==> config.mk <==
export PLATFORM = sky130hd
export DESIGN_NAME = multi_lane_align_collector
export DESIGN_NICKNAME = d
export VERILOG_FILES = /design/src/rtl/multi_lane_align_collector.sv
export SDC_FILE = /design/constraint.sdc
export NUM_CORES = 1
export LEC_CHECK = 0
export BUFFER_PORTS_ARGS = -buffer_cell sky130_fd_sc_hd__buf_4
export CORE_UTILIZATION = 52
export CTS_CLUSTER_DIAMETER = 50
export DETAILED_ROUTE_END_ITERATION = 7
export PLACE_DENSITY = 0.69
export SLEW_MARGIN = 20
export SYNTH_ARGS = -nofsm -noshare
export SYNTH_HDL_FRONTEND = slang
export SYNTH_SLANG_ARGS = --single-unit
==> constraint.sdc <==
create_clock -name clk -period 9.6 [get_ports clk]
set_input_delay 0.96 -clock clk [delete_from_list [all_inputs] [get_ports clk]]
set_output_delay 0.96 -clock clk [all_outputs]
set_load 0.1 [all_outputs]
==> src/rtl/multi_lane_align_collector.sv <==
// Multi-lane alignment result collector: per-lane FIFOs merged by a
// packet-granular round-robin arbiter into one lane-tagged host stream.
module multi_lane_align_collector #(
   parameter int unsigned LANES = 4,
   parameter int unsigned BP_W  = 2,
   parameter int unsigned POS_W = 16,
   parameter int unsigned DEPTH = 8,
   parameter int unsigned LW    = $clog2(LANES)
) (
   input  logic                   clk,
   input  logic                   reset_i,
   input  logic [LANES*BP_W-1:0]  lane_data,
   input  logic [LANES-1:0]       lane_valid,
   input  logic [LANES-1:0]       lane_done,
   input  logic [LANES*POS_W-1:0] lane_pos_x,
   input  logic [LANES*POS_W-1:0] lane_pos_y,
   output logic [LANES-1:0]       lane_ready,
   output logic [LANES-1:0]       lane_ovf,
   output logic                   out_valid,
   input  logic                   out_ready,
   output logic [LW-1:0]          out_lane,
   output logic [BP_W-1:0]        out_data,
   output logic                   out_dv,
   output logic                   out_last,
   output logic [POS_W-1:0]       out_pos_x,
   output logic [POS_W-1:0]       out_pos_y
);

   localparam int unsigned AW = $clog2(DEPTH);
   localparam int unsigned CW = AW + 1;
   // Entry layout {last, dv, data, pos_x, pos_y}
   localparam int unsigned EW      = 2 + BP_W + 2 * POS_W;
   localparam int unsigned POSX_LO = POS_W;
   localparam int unsigned DATA_LO = 2 * POS_W;
   localparam int unsigned DV_BIT  = 2 * POS_W + BP_W;
   localparam int unsigned LST_BIT = EW - 1;

   typedef enum logic {
      IDLE   = 1'b0,
      STREAM = 1'b1
   } state_t;

   logic [EW-1:0]    mem [LANES][DEPTH];
   logic [AW-1:0]    wr_ptr [LANES];
   logic [AW-1:0]    rd_ptr [LANES];
   logic [CW-1:0]    count [LANES];
   logic [EW-1:0]    push_entry [LANES];
   logic [LANES-1:0] push_req;
   logic [LANES-1:0] push;
   logic [LANES-1:0] pop;
   logic [LANES-1:0] nonempty;
   logic [LANES-1:0] ovf_q;

   state_t           state_q, state_d;
   logic [LW-1:0]    grant_q, grant_d;
   logic [LW-1:0]    rr_q, rr_d;
   logic [EW-1:0]    head;

   assign lane_ovf = ovf_q;

   // Per-lane status derived from registered occupancy, and push entry build
   always_comb begin
      lane_ready = '0;
      nonempty   = '0;
      push_req   = '0;
      push       = '0;
      for (int i = 0; i < int'(LANES); i++) begin
         push_entry[i] = '0;
      end
      for (int i = 0; i < int'(LANES); i++) begin
         lane_ready[i] = (count[i] != CW'(DEPTH));
         nonempty[i]   = (count[i] != '0);
         push_req[i]   = lane_valid[i] | lane_done[i];
         push[i]       = push_req[i] & lane_ready[i];
         push_entry[i] = {lane_done[i], lane_valid[i],
                          lane_valid[i] ? lane_data[i*BP_W +: BP_W] : BP_W'(0),
                          lane_done[i] ? lane_pos_x[i*POS_W +: POS_W] : POS_W'(0),
                          lane_done[i] ? lane_pos_y[i*POS_W +: POS_W] : POS_W'(0)};
      end
   end

   // FIFO pointers, occupancy and sticky overflow flags
   always_ff @(posedge clk or negedge reset_i) begin
      if (!reset_i) begin
         for (int i = 0; i < int'(LANES); i++) begin
            wr_ptr[i] <= '0;
            rd_ptr[i] <= '0;
            count[i]  <= '0;
         end
         ovf_q <= '0;
      end else begin
         for (int i = 0; i < int'(LANES); i++) begin
            if (push[i]) wr_ptr[i] <= wr_ptr[i] + AW'(1);
            if (pop[i])  rd_ptr[i] <= rd_ptr[i] + AW'(1);
            if (push[i] && !pop[i])      count[i] <= count[i] + CW'(1);
            else if (!push[i] && pop[i]) count[i] <= count[i] - CW'(1);
            if (push_req[i] && !lane_ready[i]) ovf_q[i] <= 1'b1;
         end
      end
   end

   // FIFO storage; contents are don't-care until the matching count says valid
   always_ff @(posedge clk) begin
      for (int i = 0; i < int'(LANES); i++) begin
         if (push[i]) mem[i][wr_ptr[i]] <= push_entry[i];
      end
   end

   // Arbiter state, granted lane and round-robin pointer
   always_ff @(posedge clk or negedge reset_i) begin
      if (!reset_i) begin
         state_q <= IDLE;
         grant_q <= '0;
         rr_q    <= LW'(LANES - 1);
      end else begin
         state_q <= state_d;
         grant_q <= grant_d;
         rr_q    <= rr_d;
      end
   end

   // Arbiter next-state, lane search, output mux and pop generation
   always_comb begin
      logic          found;
      logic [LW-1:0] sel;
      logic [LW-1:0] cand;
      int unsigned   idx;

      state_d   = state_q;
      grant_d   = grant_q;
      rr_d      = rr_q;
      pop       = '0;
      out_valid = 1'b0;
      out_lane  = grant_q;
      out_data  = '0;
      out_dv    = 1'b0;
      out_last  = 1'b0;
      out_pos_x = '0;
      out_pos_y = '0;
      found     = 1'b0;
      sel       = '0;
      cand      = '0;
      idx       = 0;
      head      = mem[grant_q][rd_ptr[grant_q]];

      // First non-empty lane after the last granted one
      for (int unsigned k = 1; k <= LANES; k++) begin
         idx  = (32'(rr_q) + k) % LANES;
         cand = LW'(idx);
         if (!found && nonempty[cand]) begin
            found = 1'b1;
            sel   = cand;
         end
      end

      case (state_q)
         IDLE: begin
            if (found) begin
               grant_d = sel;
               state_d = STREAM;
            end
         end
         STREAM: begin
            out_valid = nonempty[grant_q];
            if (out_valid) begin
               out_data = head[DATA_LO +: BP_W];
               out_dv   = head[DV_BIT];
               out_last = head[LST_BIT];
               if (head[LST_BIT]) begin
                  out_pos_x = head[POSX_LO +: POS_W];
                  out_pos_y = head[POS_W-1:0];
               end
               if (out_ready) begin
                  pop[grant_q] = 1'b1;
                  if (head[LST_BIT]) begin
                     rr_d    = grant_q;
                     state_d = IDLE;
                  end
               end
            end
         end
         default: state_d = IDLE;
      endcase
   end

endmodule
# Word level (Yosys, flattened, before mapping)
# Memories as Yosys holds them, arrays and structs flattened.
# Index checks and enable logic that the tools add are counted.
[word_totals] regBits=49 ram_bits=1152 wordCells=203 mem_count=1
[mem_list] memory="mem" words=4 width=288 rd=1 rd_clocked_by_memory_dff=0 wr=4 line_no="43" rtl="logic [EW-1:0] mem [LANES][DEPTH];"
[op_classes] add_sub_neg=20 magnitude_cmp=16 n_eq_ne=4 mux=83 n_bitwise=15 reduce_logical=45
[ops] cell="two-way mux 288 bit" count=4
[ops] cell="demux 36 bit (select 3 bit)" count=4
[ops] cell="two-way mux 16 bit" count=14
[ops] cell="two-way mux 36 bit" count=6
[ops] cell="binary-select mux 36 bit (select 3 bit)" count=1
[ops] cell="two-way mux 4 bit" count=11
[ops] cell="adder 3 x 1 -> 3 bit (second input constant)" count=8
[ops] cell="two-way mux 1 bit" count=23
[ops] cell="greater-or-equal comparator 4 bit (second input constant)" count=5
[ops] cell="logical AND 1 bit" count=20
[ops] cell="two-way mux 2 bit" count=10
[ops] cell="inverter 3 -> 4 bit" count=5
[ops] cell="adder 4 x 1 -> 4 bit (second input constant)" count=4
[ops] cell="< comparator 4 x 1 -> 1 bit (second input constant)" count=4
[ops] cell="!= test 4 bit (second input constant)" count=4
[ops] cell="nonzero test 4 bit" count=4
[ops] cell="subtractor 4 x 1 -> 4 bit (second input constant)" count=4
[ops] cell="logical NOT 1 bit" count=15
[ops] cell="< comparator 2 x 3 -> 1 bit (second input constant)" count=5
[ops] cell="binary-select mux 1 bit (select 2 bit)" count=5
[ops] cell="nonzero test 2 bit" count=4
[ops] cell="binary-select mux 3 bit (select 2 bit)" count=1
[ops] cell="two-way mux 3 bit" count=2
[ops] cell="adder 2 x 1 -> 2 bit (second input constant)" count=2
[ops] cell="11 further kinds" count=18

# Logic depth before layout (Yosys ltp)
[depth] depth_word=15 ltp_mapped=15 depth_no_buf=11

# Worst setup path after synthesis
# OpenSTA, ideal clock, no wires.
[synth_path] path_type="register -> output" start="reg grant_q[0], in the netlist out_lane[0]" end="out out_pos_x[15]" t_arrival_ns=4.254 required_time_ns=8.640 path_slack_ns=4.386 stages_incl_launch_ff=9 path_buffers=3 cell_sequence="dfrtp_1 > buf_4 > mux4_2 > buf_4 > mux2i_1 > and3_4 > or4_4 > buf_6 > a21oi_1"
[synth_via] elab_chain_cells=11
[synth_lines] item="start, declared" line_no="55" rtl="logic [LW-1:0] grant_q, grant_d;"
[synth_lines] item="start signal, assigned" line_no="117" rtl="grant_q <= grant_d;"
[synth_lines] item="inverter 2 -> 3 bit (implied by the code)" line_no="144" rtl="head = mem[grant_q][rd_ptr[grant_q]];"
[synth_lines] item="binary-select mux 3 bit (select 2 bit)" line_no="144"
[synth_lines] item="two-way mux 3 bit (implied by the code) (2 in series)" line_no="144"
[synth_lines] item="inverter 3 -> 4 bit (implied by the code)" line_no="144"
[synth_lines] item="binary-select mux 36 bit (select 3 bit)" line_no="144"
[synth_lines] item="two-way mux 36 bit (implied by the code) (2 in series)" line_no="144"
[synth_lines] item="two-way mux 16 bit" line_no="169" rtl="if (head[LST_BIT]) begin"
[synth_lines] item="two-way mux 16 bit (*)" line_no="165" rtl="if (out_valid) begin"
[synth_lines] item="two-way mux 16 bit (*)" line_no="156" rtl="case (state_q)"
[synth_lines] item="end, declared" line_no="25" rtl="output logic [POS_W-1:0] out_pos_x,"
# Mark *: on every way between the ends. The rest lies on a longest branch, timed or not. The select of a mux whose other input is x is not followed.

# Worst setup path after layout
[layout_path] start="reg grant_q[0], in the netlist out_lane[0]" end="out out_pos_y[0]"
[layout_via] elab_chain_cells=11
[layout_lines] item="inverter 2 -> 3 bit (implied by the code)" line_no="144"
[layout_lines] item="binary-select mux 3 bit (select 2 bit)" line_no="144"
[layout_lines] item="two-way mux 3 bit (implied by the code) (2 in series)" line_no="144"
[layout_lines] item="inverter 3 -> 4 bit (implied by the code)" line_no="144"
[layout_lines] item="binary-select mux 36 bit (select 3 bit)" line_no="144"
[layout_lines] item="two-way mux 36 bit (implied by the code) (2 in series)" line_no="144"
[layout_lines] item="two-way mux 16 bit" line_no="169"
[layout_lines] item="two-way mux 16 bit (*)" line_no="165"
[layout_lines] item="two-way mux 16 bit (*)" line_no="156"
[layout_lines] item="end, declared" line_no="26" rtl="output logic [POS_W-1:0] out_pos_y"
# Marks and branches as above.

==> results.toml <==
[route]
drt_iter0_drc = 3078
drcViolationCount = 0
final_antenna_net_count = 0
dr_total_vias = 24855
vias_per_cell = 6.49
drt-pass1-iter-count = 5
routed_wl_mm = 131
drt-wirelength-per-cell_um = 34.1

[die]
start_util_pct = 52.4
die_y_um = 306
dieArea_mm2 = 0.0935
die_w_um = 306
ioPinCount = 194
fp.coreArea_mm2 = 0.0915
std_cell_rows = 111

[timing]
finalSetupTns_ps = 0
layout_min_cycle_time_ps = 6800
tightest_slew_ps = 1170
timing.final.ws_setup_ps = 2800
drv_slew = 0
rsz0062_at_grt = "no"
final-hold-violation-count = 0
max_slew_margin_pct = 21.7
fin_crit_sh_pct = 70.8
clock_skew_ps = 23.3
fmax_mhz = 147
finalSetupViolations = 0

[grt]
grt_usage_pct = 28.4
antenna_found_initial = 2
grt_max_degree = 164
grt_first_pass_wirelength_mm = 186
overflow = 0
grt_pass1_vias = 26087

[cts]
cts.path.max_buffers = 3
post-cts-setup-buffers = 0
clk_pin_slew_ps = 60
worstSkewPairLatency_ps = 700
numCtsBuffers = 119
cts_resized = 0
clock_sinks = 1201
tritoncts = "done"
cts_max_level = 3
ctsHoldBuffers = 0
cts_root_buf = "clkbuf_16"

[synthesis]
syn_inst = 2296
ys_ff_latch = 1201
seq_area_frac_synth_pct = 74.6
synth_nets = 2467
synth.area.top_cells = "edfxtp_1, mux4_2, dfrtp_1, mux2_2, and2_1"
ys_async_sr_fraction_pct = 4.08
synth_cell_type_count = 45
syn_avg_cell_area_um2 = 20.9
synth_top_area_share_pct = 72.1
synth-edff-count = 1152
ys_warn_count = 0
ys.flop_type = "edfxtp_1"
yosysTopAreaCell = "edfxtp_1"
syn_area_mm2 = 0.0480

[power_and_ir_drop]
comb_power_share_pct = 42.8
swShare_pct = 40.1
power.total_mw = 20.9
clockPowerShare_pct = 21.5
p_int_mw = 12.5
p_leak_nw = 18.1
p_sw_mw = 8.38
seq_power_share_pct = 35.7
ir_drop_mv = 0.496
p_per_area_mw_per_mm2 = 382

[critical_path]
cpPeakStageDelay_ps = 1050
worst_setup_path_end_kind = "output pin"
critPathBufInv = 3
critical_path_arrival_ps = 5840
crit_family = "buffers and inverters"
startpoint_type = "register"
slowest_stage = "dfrtp_4"
cp_common_cell = "buf_4"
path_class = "register to output pin"
crit_chain = "buf_4 > mux4_4 > buf_4 > mux2i_1 > and3_4 > or4_4 > a21oi_1 > buf_4"
required_ps = 8640
crit_fanout = 57

[placed_design]
gp_congestion = 0.769
place_ws_ps = 3460
hpwl_mm = 70.2
io_buffers = 193

[final_layout]
final_util_pct = 59.9
final_nets = 2718
area_growth_pct = 14.2
drive_above_1_share_pct = 32.7

[job]
maxCapViolations = 0

[hold_path]
hold_class = "primary input to async pin"

[status]
status = "complete, no violations"
[metrics by stage]
step | instance area [um2] | instances | hold slack [ps]
6_report | 54800 | 3831 | 287
5_1_grt | 54800 | 3830 | 331
4_1_cts | 54800 | 3829 | 295
3_5_place_dp | 51000 | 3612 | 475
3_3_place_gp | 51000 | 3612 | 472
2_1_floorplan | 48000 | 2296 | 461
[per-layer routing]
layer / share of wire, % / up-vias / global-route usage, %
li1: - / 9899 / -
met1: 37 / 13096 / 38.9
met2: 49 / 1589 / 45.6
met3: 11 / 271 / 6.20
met4: 3.3 / 0 / 9.75
met5: 0 / - / 0
[synth_stat cells (20+ instances only)]
library cell / instances
nor2_1: 36
xnor2_1: 20
ha_1: 20
a21oi_2: 29
dfrtp_1: 47
mux4_2: 291
mux2i_1: 73
mux2_2: 81
o211ai_1: 72
buf_2: 43
clkbuf_1: 55
and2_1: 136
edfxtp_1: 1152
nand2_1: 99
[worst register-to-register path: cells and delay by family (launching register included)]
kind	cells	cell delay (ps)
AND/OR/NAND/NOR	1	540
buffers and inverters	2	1470
flip-flops	1	1050
AO/OA/AOI/OAI	1	110
multiplexers	3	1160
[state kept, by name, indices dropped and copies added (netlist names)]
register,flops
count,16
lane_ovf,4
mem,1152
out_lane,2
rd_ptr,12
rr_q,2
state_q,1
wr_ptr,12
[path summary, 6_finish.rpt]
check,start,end,slack (ps),cells past startpoint
worst max-delay path,out_lane[0],out_pos_y[0],2800,8
worst min-delay path,reset_i,lane_ovf[0],290,1
worst max register to register,out_lane[0],rr_q[1],5190,7
worst min register to register,lane_ovf[0],lane_ovf[0],480,1
max in group asynchronous,reset_i,out_lane[0],8800,1
min in group clk,lane_ovf[0],lane_ovf[0],480,1
[logic make-up (layout without fill, tap and decap cells)]
| logic type | count (synthesis) | in the layout | synth area share, % |
|---|---|---|---|
| compound gates | 140 | 140 | 2.16 |
| flops | 1201 | 1201 | 74.6 |
| simple gates | 313 | 313 | 3.37 |
| fa+ha+maj | 24 | 24 | 0.688 |
| mux | 452 | 452 | 17.3 |
| buf+inv | 134 | 481 | 1.30 |
| other cells | 0 | 2 | 0 |
| xor+xnor | 32 | 32 | 0.584 |
[final cells by class]
class	count	area [um2]
fill	6370	36700
timing repair buffer	253	1920
tap	1186	1480
clock inverter	72	646
inverter	11	41.3
sequential	1201	35800
clock buffer	145	3100
antenna	2	5.00
multi-input combinational	961	11800
[power groups by stage]
stage               combinational [mW]  clock [mW]  sequential [mW]
floorplan                         6.38           0             7.46
global placement                  8.85           0             7.48
detailed placement                8.94           0             7.56
CTS                               8.98        4.54             7.46
global route                      9.33        4.74             7.55
finish                            8.94        4.51             7.46
[placed cells by master (no fill, tap or decap), types with 5 or more instances in the layout]
| cell | synthesis | final |
|---|---|---|
| xnor2_1 | 20 | 20 |
| inv_6 | 0 | 6 |
| ha_1 | 20 | 20 |
| clkinv_1 | 0 | 23 |
| bufinv_16 | 0 | 10 |
| nor2_1 | 36 | 12 |
| nor4_1 | 5 | 5 |
| clkbuf_16 | 0 | 120 |
| o211ai_1 | 72 | 72 |
| nand2_1 | 99 | 99 |
| clkinv_2 | 0 | 24 |
| clkbuf_1 | 55 | 25 |
| inv_1 | 10 | 10 |
| xor2_1 | 12 | 12 |
| mux2i_1 | 73 | 73 |
| buf_4 | 3 | 250 |
| mux2_1 | 6 | 6 |
| edfxtp_1 | 1152 | 1152 |
| nor3_2 | 0 | 8 |
| a21oi_2 | 29 | 29 |
| dfrtp_1 | 47 | 45 |
| a21oi_1 | 16 | 16 |
| nor3_1 | 14 | 6 |
| nor2_4 | 0 | 24 |
| mux4_2 | 291 | 289 |
| mux2_2 | 81 | 81 |
| o21ai_0 | 7 | 7 |
| nand2b_1 | 15 | 15 |
| and2_1 | 136 | 136 |
Power figures use the tool's default switching activity.
